### config.mk
export PLATFORM = sky130hd
export DESIGN_NAME = dac_osc_ctrl_seq
export DESIGN_NICKNAME = d
export VERILOG_FILES = /design/src/rtl/dac_osc_ctrl_seq.sv
export SDC_FILE = /design/constraint.sdc
export NUM_CORES = 1
export LEC_CHECK = 0
export ABC_AREA = 1
export CORE_MARGIN = 2
export CORE_UTILIZATION = 50
export DETAILED_ROUTE_END_ITERATION = 10
export PLACE_DENSITY = 0.8
export RECOVER_POWER = 100
export SLEW_MARGIN = 10
export SYNTH_ARGS = -nofsm -noshare
export SYNTH_HDL_FRONTEND = slang
export SYNTH_SLANG_ARGS = --single-unit
### constraint.sdc
create_clock -name clk -period 2 [get_ports clk]
set_input_delay 0.3 -clock clk [delete_from_list [all_inputs] [get_ports clk]]
set_output_delay 0.3 -clock clk [all_outputs]
set_load 0.01 [all_outputs]
### src/rtl/dac_osc_ctrl_seq.sv
// Control stage for the DAC / ring-oscillator test macro: generates the
// 3-bit DAC code pattern at a programmable step rate and drives the pad
// output selects with a break-before-make guard interval.
module dac_osc_ctrl_seq #(
    parameter int unsigned DIV_W        = 8,
    parameter int unsigned GUARD_CYCLES = 4
) (
    input  logic             clk,
    input  logic             rst_n,
    input  logic             ena,
    input  logic [1:0]       cfg_mode,
    input  logic [2:0]       cfg_code,
    input  logic [DIV_W-1:0] cfg_div,
    input  logic [1:0]       sel_req,
    input  logic             osc_en_req,
    output logic [2:0]       dac_code,
    output logic             out_dac,
    output logic             out_ro,
    output logic             out_short,
    output logic             enable,
    output logic             step_pulse,
    output logic             busy
);

    localparam int unsigned GW = (GUARD_CYCLES > 1) ? $clog2(GUARD_CYCLES) : 1;
    localparam logic [GW-1:0] GUARD_LAST = GW'(GUARD_CYCLES - 1);

    localparam logic [1:0] MODE_STATIC = 2'b00;
    localparam logic [1:0] MODE_UP     = 2'b01;
    localparam logic [1:0] MODE_TRI    = 2'b10;
    localparam logic [1:0] MODE_DOWN   = 2'b11;

    localparam logic [1:0] SEL_DAC   = 2'b01;
    localparam logic [1:0] SEL_RO    = 2'b10;
    localparam logic [1:0] SEL_SHORT = 2'b11;

    typedef enum logic {
        S_HOLD  = 1'b0,
        S_BREAK = 1'b1
    } sel_state_t;

    // ------------------------------------------------------------------
    // Code generator
    // ------------------------------------------------------------------
    logic [DIV_W-1:0] cnt;
    logic [1:0]       mode_q;
    logic             dir_up;
    logic             mode_chg;
    logic             tick;
    logic             up_eff;
    logic [2:0]       code_nxt;

    assign mode_chg = (cfg_mode != mode_q);
    assign tick     = (cnt >= cfg_div);
    // Triangle reverses at an endpoint so each endpoint appears for one step only
    assign up_eff   = dir_up ? (dac_code != 3'd7) : (dac_code == 3'd0);

    // Next code value for a step in the current pattern
    always_comb begin
        code_nxt = dac_code;
        case (mode_q)
            MODE_UP:   code_nxt = dac_code + 3'd1;
            MODE_DOWN: code_nxt = dac_code - 3'd1;
            MODE_TRI:  code_nxt = up_eff ? (dac_code + 3'd1) : (dac_code - 3'd1);
            default:   code_nxt = dac_code;
        endcase
    end

    // Prescaler, code register and triangle direction
    always_ff @(posedge clk or negedge rst_n) begin
        if (!rst_n) begin
            cnt        <= '0;
            mode_q     <= MODE_STATIC;
            dir_up     <= 1'b1;
            dac_code   <= 3'd0;
            step_pulse <= 1'b0;
        end else if (mode_chg) begin
            cnt        <= '0;
            mode_q     <= cfg_mode;
            dir_up     <= 1'b1;
            dac_code   <= cfg_code;
            step_pulse <= 1'b0;
        end else if (ena) begin
            cnt        <= tick ? '0 : (cnt + DIV_W'(1));
            step_pulse <= tick;
            if (mode_q == MODE_STATIC) begin
                dac_code <= cfg_code;
            end else if (tick) begin
                dac_code <= code_nxt;
                if (mode_q == MODE_TRI) begin
                    dir_up <= up_eff;
                end
            end
        end else begin
            step_pulse <= 1'b0;
        end
    end

    // ------------------------------------------------------------------
    // Output-select FSM
    // ------------------------------------------------------------------
    sel_state_t state, state_nxt;
    logic [1:0]    applied, applied_nxt;
    logic [1:0]    target, target_nxt;
    logic [GW-1:0] gcnt, gcnt_nxt;

    logic dac_d;
    logic ro_d;
    logic short_d;
    logic busy_d;
    logic enable_d;

    // State register with applied select, pending target and guard counter
    always_ff @(posedge clk or negedge rst_n) begin
        if (!rst_n) begin
            state   <= S_HOLD;
            applied <= 2'b00;
            target  <= 2'b00;
            gcnt    <= '0;
        end else begin
            state   <= state_nxt;
            applied <= applied_nxt;
            target  <= target_nxt;
            gcnt    <= gcnt_nxt;
        end
    end

    // Next-state: enter guard on a new request, restart on any change during guard
    always_comb begin
        state_nxt   = state;
        applied_nxt = applied;
        target_nxt  = target;
        gcnt_nxt    = gcnt;
        case (state)
            S_HOLD: begin
                if (sel_req != applied) begin
                    state_nxt  = S_BREAK;
                    target_nxt = sel_req;
                    gcnt_nxt   = '0;
                end
            end
            S_BREAK: begin
                if (sel_req != target) begin
                    target_nxt = sel_req;
                    gcnt_nxt   = '0;
                end else if (gcnt == GUARD_LAST) begin
                    state_nxt   = S_HOLD;
                    applied_nxt = target;
                    gcnt_nxt    = '0;
                end else begin
                    gcnt_nxt = gcnt + GW'(1);
                end
            end
            default: begin
                state_nxt = S_HOLD;
            end
        endcase
    end

    // Output decode from the upcoming state so the pins change with the state
    always_comb begin
        dac_d    = 1'b0;
        ro_d     = 1'b0;
        short_d  = 1'b0;
        busy_d   = (state_nxt == S_BREAK);
        enable_d = osc_en_req && (applied_nxt != SEL_SHORT);
        if (state_nxt == S_HOLD) begin
            dac_d   = (applied_nxt == SEL_DAC);
            ro_d    = (applied_nxt == SEL_RO);
            short_d = (applied_nxt == SEL_SHORT);
        end
    end

    // Registered macro control outputs
    always_ff @(posedge clk or negedge rst_n) begin
        if (!rst_n) begin
            out_dac   <= 1'b0;
            out_ro    <= 1'b0;
            out_short <= 1'b0;
            busy      <= 1'b0;
            enable    <= 1'b0;
        end else begin
            out_dac   <= dac_d;
            out_ro    <= ro_d;
            out_short <= short_d;
            busy      <= busy_d;
            enable    <= enable_d;
        end
    end

endmodule

==> results of run 1 <==
==> routing by layer <==
layer	up-vias	track usage [%]	wire (um)
met2	28	27.39	1284
met4	0	7.500	62
met1	649	22.96	1473
li1	753	-	-
met3	5	2.321	113
met5	-	0	0
==> state kept, by name (all words and copies together) (netlist names) <==
| name | flops |
|---|---|
| busy | 1 |
| step_pulse | 1 |
| out_dac | 1 |
| enable | 1 |
| out_short | 1 |
| gcnt | 2 |
| applied | 2 |
| dir_up | 1 |
| cnt | 8 |
| dac_code | 3 |
| mode_q | 2 |
| out_ro | 1 |
| target | 2 |
==> cells by family after synthesis <==
| family | Yosys count | share of synthesized area, % |
|---|---|---|
| XOR/XNOR | 6 | 3.434 |
| AND/OR/NAND/NOR | 108 | 29.40 |
| buffers and inverters | 45 | 9.657 |
| AO/OA/AOI/OAI | 17 | 6.796 |
| multiplexers | 1 | 0.5723 |
| adder cells (fa/ha/maj) | 18 | 12.88 |
| flip-flops | 26 | 37.27 |
==> synthesized netlist by cell type, drive strengths merged <==
cell,n
a31oi,1
xor2,5
inv,43
dfrtp,25
a211oi,1
clkbuf,2
nand3,18
a31o,1
o21ai,9
mux2i,1
dfstp,1
nand3b,1
xnor2,1
nand4,6
a21oi,2
nor2,22
a21boi,1
or2,1
nand2,60
o211ai,1
a21o,1
ha,18
==> metrics by stage <==
step | setup TNS, ps | cell area, um^2
floorplan | 0 | 1749
global route | 0 | 2110
CTS | 0 | 2137
detailed placement | -162.8 | 2085
global placement | 0 | 2085
finish | 0 | 2110
==> worst paths after layout <==
check                                          endpoint  slack [ps]
worst max-delay path                               busy         230
worst min-delay path                 dir_up$_DFFE_PN1P_         490
worst max register to register  dac_code[0]$_DFFE_PN0P_         260
worst min register to register       dir_up$_DFFE_PN1P_         490
max in group asynchronous            cnt[6]$_DFFE_PN0P_         410
min in group asynchronous         mode_q[0]$_DFFE_PN0N_         800
==> cell type report <==
type	instances	area (um^2)	share of cell area, %
clock inverters	1	30.03	1.423
well taps	46	57.56	2.728
inverters	43	161.4	7.651
clock buffers	3	22.52	1.068
multi-input cells	150	904.6	42.88
repair buffers	29	281.5	13.35
flip-flops and latches	26	651.9	30.90
==> report_power, final <==
part | leakage (nW) | switching [mW] | total, mW | internal (mW)
Sequential | 0.335 | 0.0345 | 0.597 | 0.563
Combinational | 0.755 | 0.146 | 0.272 | 0.125
Clock | 0.0279 | 0.162 | 0.365 | 0.203
==> placed cells by master (no fill, tap or decap) <==
cell             count
o211ai_1             1
a21oi_1              2
a31o_2               1
xor2_2               1
o21ai_0              7
mux2i_1              1
o21ai_1              2
nand3b_1             1
clkbuf_4             3
inv_2                3
nand2_4              1
nand2_2              5
dlygate4sd3_1       13
nor2_1              19
a211oi_1             1
nand3_1             16
clkbuf_1             1
inv_1               40
clkdlybuf4s50_1     14
nand3_4              1
dfstp_2              1
nor2_4               1
buf_4                1
a31oi_2              1
a21o_1               1
nor2_2               2
xor2_1               4
or2_2                1
dfrtp_1             25
nand2_1             54
ha_1                18
a21boi_2             1
nand4_1              6
xnor2_1              1
nand3_2              1
bufinv_16            1
==> flow_summary.toml, run 1 <==
[job]
maxCapViolations = 0

[clock_network]
clock_latency_ps = 330
clockBufferDepth = 2
ctsResizeCount = 0
clock_sinks = 26
post_cts.repair.setup_buffers = 0
postCtsHoldBufs = 0
cts_inserted_buffers = 3
cts_tree = "yes"
cts_root_buf = "clkbuf_4"
clkTransAtPathRegs_ps = 140
htree_levels = 1

[pwr]
peakVddDrop_mv = 0.3592
finalPower_mw = 1.234
power.leakage_nw = 1.118
power.density_mw_per_mm2 = 584.9

[timing]
relSlewSlack_pct = 9.548
fmax_mhz = 563.5
period_share_pct = 88.74
rsz0062_at_grt = "false"
finalSetupViolCount = 0
layout_setup_ws_ps = 225.3
clock_skew_ps = 6.843
holdWs_ps = 486.9
tightest_slew_ps = 1357
slew_violations = 0
timing_hold_violations_final = 0
period_needed_ps = 1775

[floorplan]
core_mm2 = 0.003337
die_area_mm2 = 0.003987
core.rowCount = 21
start_util_pct = 52.42
dieWidth_um = 63.15
die_h_um = 63.15
ios = 28

[finish]
drive_gt1_share_pct = 9.921
antennaDiodeCount = 0
stdcell_count = 298
areaGrowthSynthToFinish_pct = 20.60
nets = 290
fillCellCount = 294
final_util_pct = 63.22

[synth]
ys_seq_elements = 26
yosysTopAreaCell = "dfrtp_1"
synth_top_area_share_pct = 35.77
syn_area_mm2 = 0.001749
synth_warnings = 0
postSynthAreaPerCell_um2 = 7.915
synth_cell_type_count = 31
syn-num-nets = 258
synthTopCellsByArea = "dfrtp_1, ha_1, nand2_1"
syn_inst = 221
yosysSeqAreaShare_pct = 37.27

[placement]
hpwl_um = 2353
place.gp.congestion = 0.8516
port_buffers = 27
dp_cells = 294
place_ws_ps = -67.54

[route]
drcViolationCount = 0
vias = 1435
vias_per_cell = 4.815
dr.pass1.iters = 4
drt_iter0_drc = 20
avgRoutedWirePerCell_um = 9.846
finalWirelength_um = 2934
ant_nets = 0

[global_routing]
antenna_found_initial = 0
grt_first_pass_wirelength_um = 5520
grt_pass1_vias = 1326
grt_max_degree = 27
grt_usage_pct = 17.06
grt.overflow.total = 0

[hold_path]
min_path_cells = 2
hold_class = "reg2reg"
min_from = "dir_up$_DFFE_PN1P_"

[run_status]
status = "completed"

[critical_path]
r2r.worst_path.cells = 11
crit_chain = "dlygate4sd3_1"
endpoint_kind = "primary output"
crit_cells = 1
max_stage_delay_ps = 640
critPathSlowestCell = "dlygate4sd3_1"
required_ps = 1700
crit_arrival_ps = 1470
startpoint = "busy$_DFF_PN0_"
r2r_start = "cnt[3]$_DFFE_PN0P_"
worstSetupStartpointType = "flop"
crit_buf_inv = 1
cp_max_fo = 7
cp_top_family = "buffers and inverters"
critPathKind = "reg2out"
Note: power is estimated with default switching activity, not from simulation.
==> run 2: changes to the inputs <==
--- a/config.mk
+++ b/config.mk
@@ -6,6 +6,7 @@
 export NUM_CORES = 1
 export LEC_CHECK = 0
 export ABC_AREA = 1
+export CORE_ASPECT_RATIO = 0.7
 export CORE_MARGIN = 2
 export CORE_UTILIZATION = 50
 export DETAILED_ROUTE_END_ITERATION = 10
==> flow_summary.toml, run 2 (synthesis gave the netlist of run 1 again) <==
[clock_network]
postCtsHoldBufs = 0
cts_inserted_buffers = 3
clock_sinks = 26
post_cts.repair.setup_buffers = 0
clkTransAtPathRegs_ps = 100
htree_levels = 1
cts_tree = "yes"
clockBufferDepth = 2
cts_root_buf = "clkbuf_8"
ctsResizeCount = 0
clock_latency_ps = 280

[floorplan]
start_util_pct = 53.75
core.rowCount = 17
die_area_mm2 = 0.003995
dieWidth_um = 74.70
die_h_um = 53.49
ios = 28
core_mm2 = 0.003254

[finish]
fillCellCount = 280
multi_input_area_um2 = 908.4
reg_top3 = "cnt x8, dac_code x3"
nets = 293
layout_common_cells = "nand2_1, inv_1, dfrtp_1, nor2_1, ha_1"
final_common_cell = "nand2_1"
antennaDiodeCount = 0
largest_reg_flops = 8
ff_latch_area_um2 = 651.9
largest-register = "cnt"
areaGrowthSynthToFinish_pct = 22.89
drive_gt1_share_pct = 10.20

[critical_path]
cp_max_fo = 5
critPathSlowestCell = "clkdlybuf4s50_1"
crit_arrival_ps = 1910
cp_common_cell = "nand2_1"
critPathKind = "in2reg"
max_stage_delay_ps = 460
endpoint_kind = "flop"
crit_buf_inv = 3
cp_top_family = "buffers and inverters"
worstSetupStartpointType = "input pin"
required_ps = 2180
crit_chain = "clkdlybuf4s50_1 -> inv_1 -> ha_1 -> a21o_1 -> nor2_2 -> nand3_1 -> nand2_1 -> inv_1 -> nand2_1 -> nand2_1"

[timing]
relSlewSlack_pct = 56.59
rsz0062_at_grt = "false"
finalSetupViolCount = 0
holdWs_ps = 478.0
period_needed_ps = 1738
fmax_mhz = 575.3
period_share_pct = 86.91
tightest_slew_ps = 651.1
clock_skew_ps = 6.410
slew_violations = 0
timing_hold_violations_final = 0

[route]
dr.pass1.iters = 4
drt_iter0_drc = 101
avgRoutedWirePerCell_um = 10.58
vias = 1409
finalWirelength_um = 3196
vias_per_cell = 4.666
drcViolationCount = 0
ant_nets = 0

[run_status]
status = "completed"

[placement]
hpwl_um = 2468
place.gp.congestion = 0.7847
port_buffers = 27

[global_routing]
grt_max_degree = 27
antenna_found_initial = 0
grt_pass1_vias = 1289
grt_first_pass_wirelength_um = 5658
grt.overflow.total = 0
grt_usage_pct = 18.94

[job]
maxCapViolations = 0

[pwr]
power.density_mw_per_mm2 = 616.0
peakVddDrop_mv = 0.4426
finalPower_mw = 1.324
power.leakage_nw = 1.136

[hold_path]
hold_class = "reg2reg"
-- run 2: cell types whose count changed in the layout (fill, tap and decap cells not counted) --
cell | previous run | this run
clkbuf_4 | 3 | 0
a31oi_2 | 1 | 0
nand3_1 | 16 | 17
clkbuf_1 | 1 | 2
clkbuf_8 | 0 | 3
clkbuf_2 | 0 | 1
buf_4 | 1 | 2
a31oi_4 | 0 | 1
nand3_2 | 1 | 0
-- run 2: final timing paths --
check / from / endpoint / slack, ps / cells after the start
worst min register to register: dir_up$_DFFE_PN1P_ / dir_up$_DFFE_PN1P_ / 480 / 2
worst max-delay path: cfg_div[7] / dac_code[1]$_DFFE_PN0P_ / 260 / 10
worst min-delay path: dir_up$_DFFE_PN1P_ / dir_up$_DFFE_PN1P_ / 480 / 2
min in group asynchronous: rst_n / step_pulse$_DFF_PN0_ / 570 / 2
max in group asynchronous: rst_n / busy$_DFF_PN0_ / 1010 / 2
worst max register to register: cnt[3]$_DFFE_PN0P_ / dac_code[1]$_DFFE_PN0P_ / 310 / 11
-- run 2: cell type report --
cell class              instances  area share, %
clock inverters                 1          1.397
inverters                      43          7.509
flip-flops and latches         26          30.33
well taps                      47          2.736
multi-input cells             150          42.26
clock buffers                   3          1.921
repair buffers                 32          13.85
-- run 2: where the power goes --
group          leakage (nW)  internal [mW]  total [mW]  switching [mW]
clock network        0.0357          0.268       0.445           0.176
registers             0.335          0.563       0.598          0.0356
logic                 0.766          0.127       0.281           0.155
total                  1.14          0.957        1.32           0.367
-- run 2: per-layer routing --
metal	vias up	global-route usage [%]	wire length [um]	share of wire (%)
met5	-	0	0	0
met4	0	2.679	12	0.38
met3	2	5.333	139	4.3
met2	26	28.32	1323	41
met1	622	27.71	1720	54
li1	759	-	-	-
-- run 2: worst register-to-register path, cell delays in order (launching register included) --
cell and delay (ps):
dfrtp_1 460, ha_1 320, nand2_1 90, nor2_1 50
nor2_1 70, nand2_1 60, nand2_1 100, nand3_1 80
nand2_1 150, inv_1 80, nand2_1 80, nand2_1 60
-- run 2: metrics by stage --
stage | worst slack, ps | util (%) | std cells | area (um^2) | TNS, ps
floorplan | 472.2 | - | 221 | 1749 | 0
global placement | 20.97 | 64.78 | 298 | 2108 | 0
detailed placement | -27.90 | 64.78 | 298 | 2108 | -49.93
CTS | 270.7 | 66.97 | 302 | 2180 | 0
global route | 60.84 | 66.05 | 302 | 2150 | 0
finish | 261.8 | 66.05 | 302 | 2150 | 0
==> run 3: changes to the inputs <==
==> constraint.sdc (replaced) <==
create_clock -name clk -period 1.9 [get_ports clk]
set_input_delay 0.285 -clock clk [delete_from_list [all_inputs] [get_ports clk]]
set_output_delay 0.285 -clock clk [all_outputs]
set_load 0.01 [all_outputs]
==> flow_summary.toml, run 3 (synthesis gave the netlist of run 1 again) <==
[run_status]
status = "completed"

[critical_path]
crit_arrival_ps = 1880
worstSetupStartpointType = "input pin"
required_ps = 2070
r2r.worst_path.cells = 9
critPathKind = "in2reg"
cp_max_fo = 5
r2r-end = "cnt[5]$_DFFE_PN0P_"
reg2reg_slack_ps = 260
r2r_start = "cnt[3]$_DFFE_PN0P_"
endpoint_kind = "flop"

[route]
finalWirelength_um = 3064
avgRoutedWirePerCell_um = 10.15
ant_nets = 0
vias_per_cell = 4.632
vias = 1399
dr.pass1.iters = 4
drt_iter0_drc = 103
drcViolationCount = 0

[timing]
period_share_pct = 90.01
relSlewSlack_pct = 56.48
finalSetupViolCount = 0
period_needed_ps = 1710
timing_hold_violations_final = 0
rsz0062_at_grt = "false"
slew_violations = 0
clock_skew_ps = 9.210
fmax_mhz = 584.7
tightest_slew_ps = 652.8

[global_routing]
grt.overflow.total = 0
antenna_found_initial = 0
use_met2_pct = 27.58
gr-max-usage-layer = "met2"
grt_pass1_vias = 1307
grt_first_pass_wirelength_um = 5568
gr-usage-met3_pct = 5.143
grt_max_degree = 27
use_met1_pct = 26.80
grt_usage_pct = 18.37

[floorplan]
die_area_mm2 = 0.003995
ios = 28
core.rowCount = 17
dieWidth_um = 74.70
core_mm2 = 0.003254
die_h_um = 53.49
start_util_pct = 53.75

[hold_path]
min_from = "dir_up$_DFFE_PN1P_"
hold-path-endpoint = "dir_up$_DFFE_PN1P_"
hold_class = "reg2reg"
min_path_cells = 2

[clock_network]
post_cts.repair.setup_buffers = 0
htree_levels = 1
clkTransAtPathRegs_ps = 90
cts_inserted_buffers = 3
clock_latency_ps = 270
clockBufferDepth = 2
postCtsHoldBufs = 0
cts_root_buf = "clkbuf_8"
cts_tree = "yes"
clock_sinks = 26

[job]
maxCapViolations = 0

[finish]
areaGrowthSynthToFinish_pct = 23.32
antennaDiodeCount = 0
final_common_cell = "nand2_1"
fillCellCount = 287
nets = 293
drive_gt1_share_pct = 11.76
stdcell_count = 302
reg_top3 = "cnt x8, dac_code x3"
largest_reg_flops = 8
largest-register = "cnt"
layout_common_cells = "nand2_1, inv_1, dfrtp_1, nor2_1, ha_1"

[placement]
hpwl_um = 2441
port_buffers = 27
dp_cells = 298
place.gp.congestion = 0.7851

[pwr]
peakVddDrop_mv = 0.4297
power.density_mw_per_mm2 = 638.9
power.leakage_nw = 1.137
finalPower_mw = 1.378
run 3: cell count changes in the layout (fill, tap and decap cells not counted):
cell	change
clkbuf_1	-1
dfrtp_2	+1
dfrtp_1	-1
nand2_2	+1
inv_2	+1
buf_4	+1
inv_1	-1
nand2_1	-1
run 3: worst max-delay path by stage:
| stage | start | end | slack, ps | cells after the start |
|---|---|---|---|---|
| floorplan | cnt[3]$_DFFE_PN0P_ | dac_code[0]$_DFFE_PN0P_ | 370 | 11 |
| global placement | cfg_div[3] | cnt[4]$_DFFE_PN0P_ | -70 | 11 |
| detailed placement | cfg_div[3] | cnt[5]$_DFFE_PN0P_ | -80 | 11 |
| CTS | cfg_div[3] | cnt[5]$_DFFE_PN0P_ | 210 | 11 |
| global route | cfg_div[3] | cnt[5]$_DFFE_PN0P_ | 9 | 11 |
| finish | cfg_div[7] | dac_code[1]$_DFFE_PN0P_ | 190 | 10 |
run 3: area by class of cell:
| class | count | area, um^2 | share of cell area, % |
|---|---|---|---|
| clock buffers | 3 | 41.29 | 1.914 |
| multi-input cells | 150 | 910.9 | 42.23 |
| clock inverters | 1 | 30.03 | 1.392 |
| inverters | 43 | 161.4 | 7.483 |
| well taps | 47 | 58.81 | 2.726 |
| flip-flops and latches | 26 | 653.1 | 30.28 |
| repair buffers | 32 | 301.5 | 13.98 |
run 3: critical path, cell delays in order:
cell and delay, ps:
clkdlybuf4s50_1 450, inv_1 40, ha_1 290, a21o_1 190, nor2_2 190, nand3_1 110
nand2_1 170, inv_2 60, nand2_1 60, nand2_1 50
run 3: metal layers:
metal  part of all wire, %  wire length, um
met5                     0                0
met4                  0.46               14
met3                   4.7              143
met2                    39             1204
met1                    56             1702
run 3: timing repair:
item	4_1_cts	5_1_grt
gates resized for setup	0	1
hold endpoints to repair	0	0
endpoints found under the setup margin	0	2
run 3: metrics by stage:
| step | TNS (ps) | setup slack (ps) | util [%] | hold WS, ps | instance area (um^2) |
|---|---|---|---|---|---|
| floorplan | 0 | 372.2 | - | -10.59 | 1749 |
| global placement | -368.4 | -65.06 | 64.78 | 464.3 | 2108 |
| detailed placement | -611.4 | -77.54 | 64.78 | 465.8 | 2108 |
| CTS | 0 | 214.4 | 66.97 | 376.8 | 2180 |
| global route | 0 | 8.992 | 66.28 | 508.4 | 2157 |
| finish | 0 | 189.8 | 66.28 | 478.5 | 2157 |
run 3: where the power goes:
part / internal (mW) / switching [mW]
sequential: 0.592 / 0.0372
combinational: 0.134 / 0.160
clock: 0.282 / 0.173
